## src/rtl/tx_arb_pkg.sv

```systemverilog
// Shared types and constants for the TX frame arbiter: FSM state encoding,
// header length, counter widths and a saturating increment helper.
package tx_arb_pkg;

    typedef enum logic [1:0] {
        ST_IDLE       = 2'd0,
        ST_WAIT_START = 2'd1,
        ST_XFER       = 2'd2,
        ST_GAP        = 2'd3
    } arb_state_e;

    localparam int HDR_LEN     = 22;
    localparam int BYTE_CNT_W  = 16;
    localparam int START_CNT_W = 16;
    localparam int GAP_CNT_W   = 17;
    localparam int STAT_CNT_W  = 16;

    function automatic logic [STAT_CNT_W-1:0] sat_inc(input logic [STAT_CNT_W-1:0] v);
        if (v == {STAT_CNT_W{1'b1}}) begin
            sat_inc = v;
        end else begin
            sat_inc = v + STAT_CNT_W'(1);
        end
    endfunction

endpackage

```

## src/rtl/rr_arbiter.sv

```systemverilog
// Combinational round-robin picker: searches upward from last_idx+1 with
// wrap and returns the first requester as one-hot plus index.
module rr_arbiter #(
    parameter int N     = 4,
    parameter int IDX_W = 2
) (
    input  logic [N-1:0]     req,
    input  logic [IDX_W-1:0] last_idx,
    output logic [N-1:0]     gnt,
    output logic [IDX_W-1:0] idx
);

    int               cand_s;
    logic [IDX_W-1:0] cand_idx_s;
    logic             found_s;

    // Walk the candidates in priority order and keep the first requester.
    always_comb begin
        gnt        = '0;
        idx        = '0;
        found_s    = 1'b0;
        cand_s     = 0;
        cand_idx_s = '0;
        for (int i = 1; i <= N; i++) begin
            cand_s = int'(last_idx) + i;
            if (cand_s >= N) begin
                cand_s = cand_s - N;
            end else begin
                cand_s = cand_s;
            end
            cand_idx_s = IDX_W'(cand_s);
            if (!found_s && req[cand_idx_s]) begin
                found_s         = 1'b1;
                gnt[cand_idx_s] = 1'b1;
                idx             = cand_idx_s;
            end else begin
                found_s = found_s;
            end
        end
    end

endmodule

```

## src/rtl/tx_frame_arbiter.sv

```systemverilog
// Round-robin arbiter forwarding one source's byte burst per frame to the framer,
// with start timeout, payload truncation and inter-frame gap. Optional TX_ARB_STATS_EN adds statistics counters.
module tx_frame_arbiter
    import tx_arb_pkg::*;
#(
    parameter int                     NUM_SRC  = 4,
    parameter int                     MAX_LEN  = 1024,
    parameter int                     GUARD    = 8,
    parameter int                     START_TO = 255,
    parameter logic [NUM_SRC*8-1:0]   SRC_ID   = {8'h04, 8'h03, 8'h02, 8'h01}
) (
    input  logic                   i_clk163m84,
    input  logic                   i_rst,
    input  logic [NUM_SRC-1:0]     i_req,
    output logic [NUM_SRC-1:0]     o_grant,
    input  logic [NUM_SRC*8-1:0]   i_data,
    input  logic [NUM_SRC-1:0]     i_valid,
    output logic [7:0]             o_data_out,
    output logic                   o_data_valid,
    output logic [7:0]             o_info_unit_idenf,
    output logic                   o_busy,
    output logic                   o_err_overlen,
    output logic                   o_err_timeout
`ifdef TX_ARB_STATS_EN
    ,
    output logic [NUM_SRC*16-1:0]  o_frame_cnt,
    output logic [15:0]            o_err_cnt
`endif
);

    localparam int IDX_W = (NUM_SRC > 1) ? $clog2(NUM_SRC) : 1;

    if (MAX_LEN + HDR_LEN + GUARD >= (1 << GAP_CNT_W)) begin : g_gap_range_chk
        $error("tx_frame_arbiter: MAX_LEN+HDR_LEN+GUARD does not fit the gap counter");
    end

    arb_state_e              state_r, state_s;
    logic [NUM_SRC-1:0]      grant_r, grant_s;
    logic [IDX_W-1:0]        win_r, win_s;
    logic [7:0]              idenf_r, idenf_s;
    logic [7:0]              data_r, data_s;
    logic                    dv_r, dv_s;
    logic                    ovl_r, ovl_s;
    logic                    tmo_r, tmo_s;
    logic                    busy_r, busy_s;
    logic [BYTE_CNT_W-1:0]   byte_cnt_r, byte_cnt_s;
    logic [START_CNT_W-1:0]  start_cnt_r, start_cnt_s;
    logic [GAP_CNT_W-1:0]    gap_r, gap_s;

    logic [NUM_SRC-1:0]      arb_gnt_s;
    logic [IDX_W-1:0]        arb_idx_s;
    logic                    cur_valid_s;
    logic [7:0]              cur_data_s;

    // win_r doubles as the round-robin pointer: the search starts just above it.
    rr_arbiter #(
        .N     (NUM_SRC),
        .IDX_W (IDX_W)
    ) u_rr (
        .req      (i_req),
        .last_idx (win_r),
        .gnt      (arb_gnt_s),
        .idx      (arb_idx_s)
    );

    assign cur_valid_s = i_valid[win_r];
    assign cur_data_s  = i_data[{win_r, 3'b000} +: 8];

    // Next-state and next-output decode for the frame FSM.
    always_comb begin
        state_s     = state_r;
        grant_s     = grant_r;
        win_s       = win_r;
        idenf_s     = idenf_r;
        data_s      = 8'h00;
        dv_s        = 1'b0;
        ovl_s       = 1'b0;
        tmo_s       = 1'b0;
        byte_cnt_s  = byte_cnt_r;
        start_cnt_s = start_cnt_r;
        gap_s       = gap_r;
        case (state_r)
            ST_IDLE: begin
                if (|i_req) begin
                    state_s     = ST_WAIT_START;
                    grant_s     = arb_gnt_s;
                    win_s       = arb_idx_s;
                    idenf_s     = SRC_ID[{arb_idx_s, 3'b000} +: 8];
                    start_cnt_s = '0;
                    byte_cnt_s  = '0;
                end else begin
                    state_s = ST_IDLE;
                end
            end
            ST_WAIT_START: begin
                if (cur_valid_s) begin
                    state_s    = ST_XFER;
                    dv_s       = 1'b1;
                    data_s     = cur_data_s;
                    byte_cnt_s = BYTE_CNT_W'(1);
                end else if (start_cnt_r == START_CNT_W'(START_TO - 1)) begin
                    state_s = ST_IDLE;
                    tmo_s   = 1'b1;
                    grant_s = '0;
                end else begin
                    start_cnt_s = start_cnt_r + START_CNT_W'(1);
                end
            end
            ST_XFER: begin
                if (!cur_valid_s) begin
                    state_s = ST_GAP;
                    grant_s = '0;
                    gap_s   = GAP_CNT_W'(byte_cnt_r) + GAP_CNT_W'(HDR_LEN + GUARD);
                end else if (byte_cnt_r == BYTE_CNT_W'(MAX_LEN)) begin
                    // Truncate: the rest of this burst is dropped while the gap runs.
                    state_s = ST_GAP;
                    grant_s = '0;
                    ovl_s   = 1'b1;
                    gap_s   = GAP_CNT_W'(MAX_LEN + HDR_LEN + GUARD);
                end else begin
                    dv_s       = 1'b1;
                    data_s     = cur_data_s;
                    byte_cnt_s = byte_cnt_r + BYTE_CNT_W'(1);
                end
            end
            ST_GAP: begin
                // The loaded value is the number of cycles spent in GAP.
                if (gap_r <= GAP_CNT_W'(1)) begin
                    state_s = ST_IDLE;
                    gap_s   = '0;
                end else begin
                    gap_s = gap_r - GAP_CNT_W'(1);
                end
            end
            default: begin
                state_s = ST_IDLE;
                grant_s = '0;
            end
        endcase
        busy_s = (state_s != ST_IDLE);
    end

    // State and output registers with synchronous reset.
    always_ff @(posedge i_clk163m84) begin
        if (i_rst) begin
            state_r     <= ST_IDLE;
            grant_r     <= '0;
            win_r       <= IDX_W'(NUM_SRC - 1);
            idenf_r     <= 8'h00;
            data_r      <= 8'h00;
            dv_r        <= 1'b0;
            ovl_r       <= 1'b0;
            tmo_r       <= 1'b0;
            busy_r      <= 1'b0;
            byte_cnt_r  <= '0;
            start_cnt_r <= '0;
            gap_r       <= '0;
        end else begin
            state_r     <= state_s;
            grant_r     <= grant_s;
            win_r       <= win_s;
            idenf_r     <= idenf_s;
            data_r      <= data_s;
            dv_r        <= dv_s;
            ovl_r       <= ovl_s;
            tmo_r       <= tmo_s;
            busy_r      <= busy_s;
            byte_cnt_r  <= byte_cnt_s;
            start_cnt_r <= start_cnt_s;
            gap_r       <= gap_s;
        end
    end

    assign o_grant           = grant_r;
    assign o_data_out        = data_r;
    assign o_data_valid      = dv_r;
    assign o_info_unit_idenf = idenf_r;
    assign o_busy            = busy_r;
    assign o_err_overlen     = ovl_r;
    assign o_err_timeout     = tmo_r;

`ifdef TX_ARB_STATS_EN
    logic                   frame_done_s;
    logic                   err_evt_s;
    logic [NUM_SRC*16-1:0]  frame_cnt_r;
    logic [15:0]            err_cnt_r;

    // A frame completes when XFER hands over to GAP, truncated or not.
    always_comb begin
        frame_done_s = (state_r == ST_XFER) && (state_s == ST_GAP);
        err_evt_s    = ovl_s | tmo_s;
    end

    // Saturating per-source frame counters and shared error counter.
    always_ff @(posedge i_clk163m84) begin
        if (i_rst) begin
            frame_cnt_r <= '0;
            err_cnt_r   <= 16'h0000;
        end else begin
            if (frame_done_s) begin
                frame_cnt_r[{win_r, 4'b0000} +: 16] <= sat_inc(frame_cnt_r[{win_r, 4'b0000} +: 16]);
            end
            if (err_evt_s) begin
                err_cnt_r <= sat_inc(err_cnt_r);
            end
        end
    end

    assign o_frame_cnt = frame_cnt_r;
    assign o_err_cnt   = err_cnt_r;
`endif

endmodule

```

## config.mk

```make
export PLATFORM = sky130hd
export DESIGN_NAME = tx_frame_arbiter
export DESIGN_NICKNAME = d
export VERILOG_FILES = /design/src/rtl/tx_arb_pkg.sv /design/src/rtl/rr_arbiter.sv /design/src/rtl/tx_frame_arbiter.sv
export SDC_FILE = /design/constraint.sdc
export NUM_CORES = 1
export LEC_CHECK = 0
export ABC_AREA = 1
export CORE_AREA = 2 2 106 108
export CTS_BUF_LIST = sky130_fd_sc_hd__clkbuf_2 sky130_fd_sc_hd__clkbuf_4 sky130_fd_sc_hd__clkbuf_8
export CTS_CLUSTER_DIAMETER = 120
export DETAILED_ROUTE_END_ITERATION = 10
export DIE_AREA = 0 0 108 110
export GPL_TIMING_DRIVEN = 1
export PLACE_DENSITY = 0.8
export SLEW_MARGIN = 10
export SYNTH_ARGS = -nofsm -noshare
export SYNTH_HDL_FRONTEND = slang
export SYNTH_SLANG_ARGS = --single-unit
```

## constraint.sdc

```tcl
create_clock -name i_clk163m84 -period 6 [get_ports i_clk163m84]
set_clock_uncertainty 0.15 [all_clocks]
set_input_delay 1.2 -clock i_clk163m84 [delete_from_list [all_inputs] [get_ports i_clk163m84]]
set_output_delay 1.2 -clock i_clk163m84 [all_outputs]
set_load 0.02 [all_outputs]
```

==> flow_metrics.tcl <==
set metrics [dict create \
    final_nets 934 \
    fmax_ghz 0.298 \
    totalWireLength_mm 13.3 \
    drv_slew 0 \
    hpwl_mm 9.61 \
    ys_warn_count 0 \
    critical_path.startpoint "i_req[2]" \
    cp.arrival_ps 3450 \
    crit_path_end "start_cnt_r[2]" \
    critPathCaptureType "flip-flop" \
    drv_cap 0 \
    avgSynthCellArea_um2 6.38 \
    drt-initial-drc-count 260 \
    cts_hold_buf 0 \
    routabilityCongestion 0.914 \
    async_flop_share_pct 0 \
    synth_common_cells "187 x nand2_1, 145 x nor2_1, 72 x dfxtp_1" \
    fin_setup_tns_ps 0 \
    timing.final.ws_setup_ps 2640 \
    p_leak_nw 2.51 \
    cp_cell_sequence "clkdlybuf4s50_1 > nor2_1 > nand3_1 > nand2_1 > o21ai_0 > nand2_1 > nor2_2 > inv_1 > o21ai_0 > a21oi_1" \
    cts_setup_buffers 0 \
    ios 66 \
    ys_ff_latch 72 \
    drive_above_1_share_pct 7.31 \
    post_cts_resize_count 0 \
    rsz0062_at_grt "no" \
    finalHoldViolCount 0 \
    drtPass1Iterations 6 \
    clockRootBuffer "clkbuf_8" \
    path_class "in -> reg" \
    antenna_cells 0 \
    seq_area_um2 1440 \
    slew-limit-headroom_pct 39.5 \
    multi_input_area_um2 3300 \
    ys_seq_area_share_pct 27.3 \
    netlist_instances 827 \
    portBuffers 60 \
    crit_fanout 20 \
    placed_area_um2 5840 \
    path_clk_slew_ps 80 \
    std_cell_rows 38 \
    ant_nets 0 \
    final_cells 1016 \
    synth_flop_cell "dfxtp_1" \
    stdcell_area_um2 6090 \
    remaining_drc_errors 0 \
    cts_buffers 9 \
    dieArea_um2 11900 \
    cp-start-kind "input pin" \
    grt-ovfl-total 0 \
    nFillCells 1046 \
    worst_pin_slew_ps 906 \
    core-area_um2 10700 \
    slowest_stage "clkdlybuf4s50_1" \
    rr_endpoint "start_cnt_r[2]" \
    routed_via_density 5.24 \
    dp_slack_ps 2290 \
    slowest_delay_ps 540 \
    cts_tree "done" \
    clk_latency_ps 360 \
    die_h_um 110 \
    period_share_pct 56.0 \
    syn2layout_area_growth_pct 15.4 \
    r2r_slack_ps 2980 \
    powerDensity_nw_per_um2 331 \
    netlist_area_um2 5280 \
    synth_cell_types 43 \
    grt_start_max_net_pins 31 \
    finalSetupViolCount 0 \
    wl_per_cell_um 13.1 \
    start_util_pct 49.3 \
    antenna_found_initial 0 \
    grt_pass1_wl_mm 22.2 \
    grt_pass1_vias 4835 \
    min_period_ps 3360 \
    worstHoldPathType "reg -> reg" \
    place_inst 1000 \
    die_w_um 108 \
    timing.rr.start "state_r[1]" \
    cts_buffer_depth 2 \
    required_ps 6090 \
    yosysMostFrequentCell "nand2_1" \
    vias 5322 \
    gr-usage-all-layers_pct 23.3 \
    cts_sinks 72 \
    h-tree-depth 3 \
    yosys.area.top_type "dfxtp_1" \
    outcome "completed" \
    synth-edff-count 0 \
    peakVddDrop_uv 171 \
    rr_worst_depth 9 \
    synth_area_leaders "dfxtp_1 27%, nand2_1 13%, nor2_1 10%" \
    synth_top_area_share_pct 27.3 \
]
-- registers in the layout, indices dropped and copies added, names as in the netlist, 2 cells and up --
signal / cells
o_info_unit_idenf: 3
win_r: 2
state_r: 2
byte_cnt_r: 16
start_cnt_r: 16
o_grant: 4
gap_r: 17
o_data_out: 8
-- through the flow --
stage	hold slack, ps	power [mW]	utilization, %
after floorplan	298	1.31	-
after global placement	311	1.50	54.6
after detailed placement	319	1.52	54.6
after CTS	331	2.02	56.9
after global routing	347	2.17	56.9
final	329	2.02	56.9
-- worst min-delay path by stage --
stage                         startpoint        endpoint  slack [ps]  cells after the start
after detailed placement      o_grant[3]      o_grant[3]         320                      2
after floorplan           start_cnt_r[3]  start_cnt_r[3]         300                      2
after global routing          o_grant[1]      o_grant[1]         350                      2
after CTS                     o_grant[3]      o_grant[3]         330                      2
final                         o_grant[3]      o_grant[3]         330                      2
after global placement        o_grant[3]      o_grant[3]         310                      2
-- cell type report --
cell class | count | share of cell area (%)
Clock inverter | 5 | 1.71
Tap cell | 140 | 2.88
Multi-Input combinational cell | 648 | 54.2
Clock buffer | 11 | 2.38
Timing Repair Buffer | 63 | 10.2
Inverter | 77 | 4.91
Sequential cell | 72 | 23.7
-- routing by layer --
metal  routed length (um)  track usage [%]  up-vias  part of all wire (%)
met5                    0                0        -                     0
met4                  270             8.42        0                   2.0
met3                  606             3.88       24                   4.5
met2                 6380             39.8      137                    48
met1                 6070             29.7     2404                    46
li1                     -                -     2757                     -
-- placed cells by master (no fill, tap or decap), types with 4 or more instances in the layout --
cell / instances
nand3_2: 8
conb_1: 5
nand3_1: 64
o21ai_0: 44
nand4_1: 20
a21oi_2: 4
nor2_2: 5
o21ai_1: 8
a21boi_0: 4
a21oi_1: 58
clkdlybuf4s50_1: 60
clkbuf_8: 10
nor3_1: 17
o21ai_2: 7
xor2_1: 20
nand2_1: 187
nor2_1: 145
dfxtp_1: 72
nand2_2: 7
inv_1: 71
xnor2_1: 6
inv_2: 4
ha_1: 21
-- power by group --
part,internal [mW],switching (mW),total [mW]
sequential,0.524,0.0370,0.561
clock,0.292,0.198,0.490
combinational,0.324,0.640,0.964
total,1.14,0.875,2.02
-- critical path, delay by kind of cell --
| family | cells | cell delay (ps) |
|---|---|---|
| AO/OA/AOI/OAI | 3 | 420 |
| buffers and inverters | 2 | 910 |
| AND/OR/NAND/NOR | 5 | 920 |
-- cell families after synthesis --
family          Yosys count  share of synthesized area (%)
fa+ha+maj                21                           4.98
flops                    72                           27.3
compound gates          131                           14.0
buf+inv                 111                           10.4
other cells               1                         0.0711
simple gates            465                           39.0
xor+xnor                 26                           4.32
No activity file was read; power rests on OpenSTA's default activity.
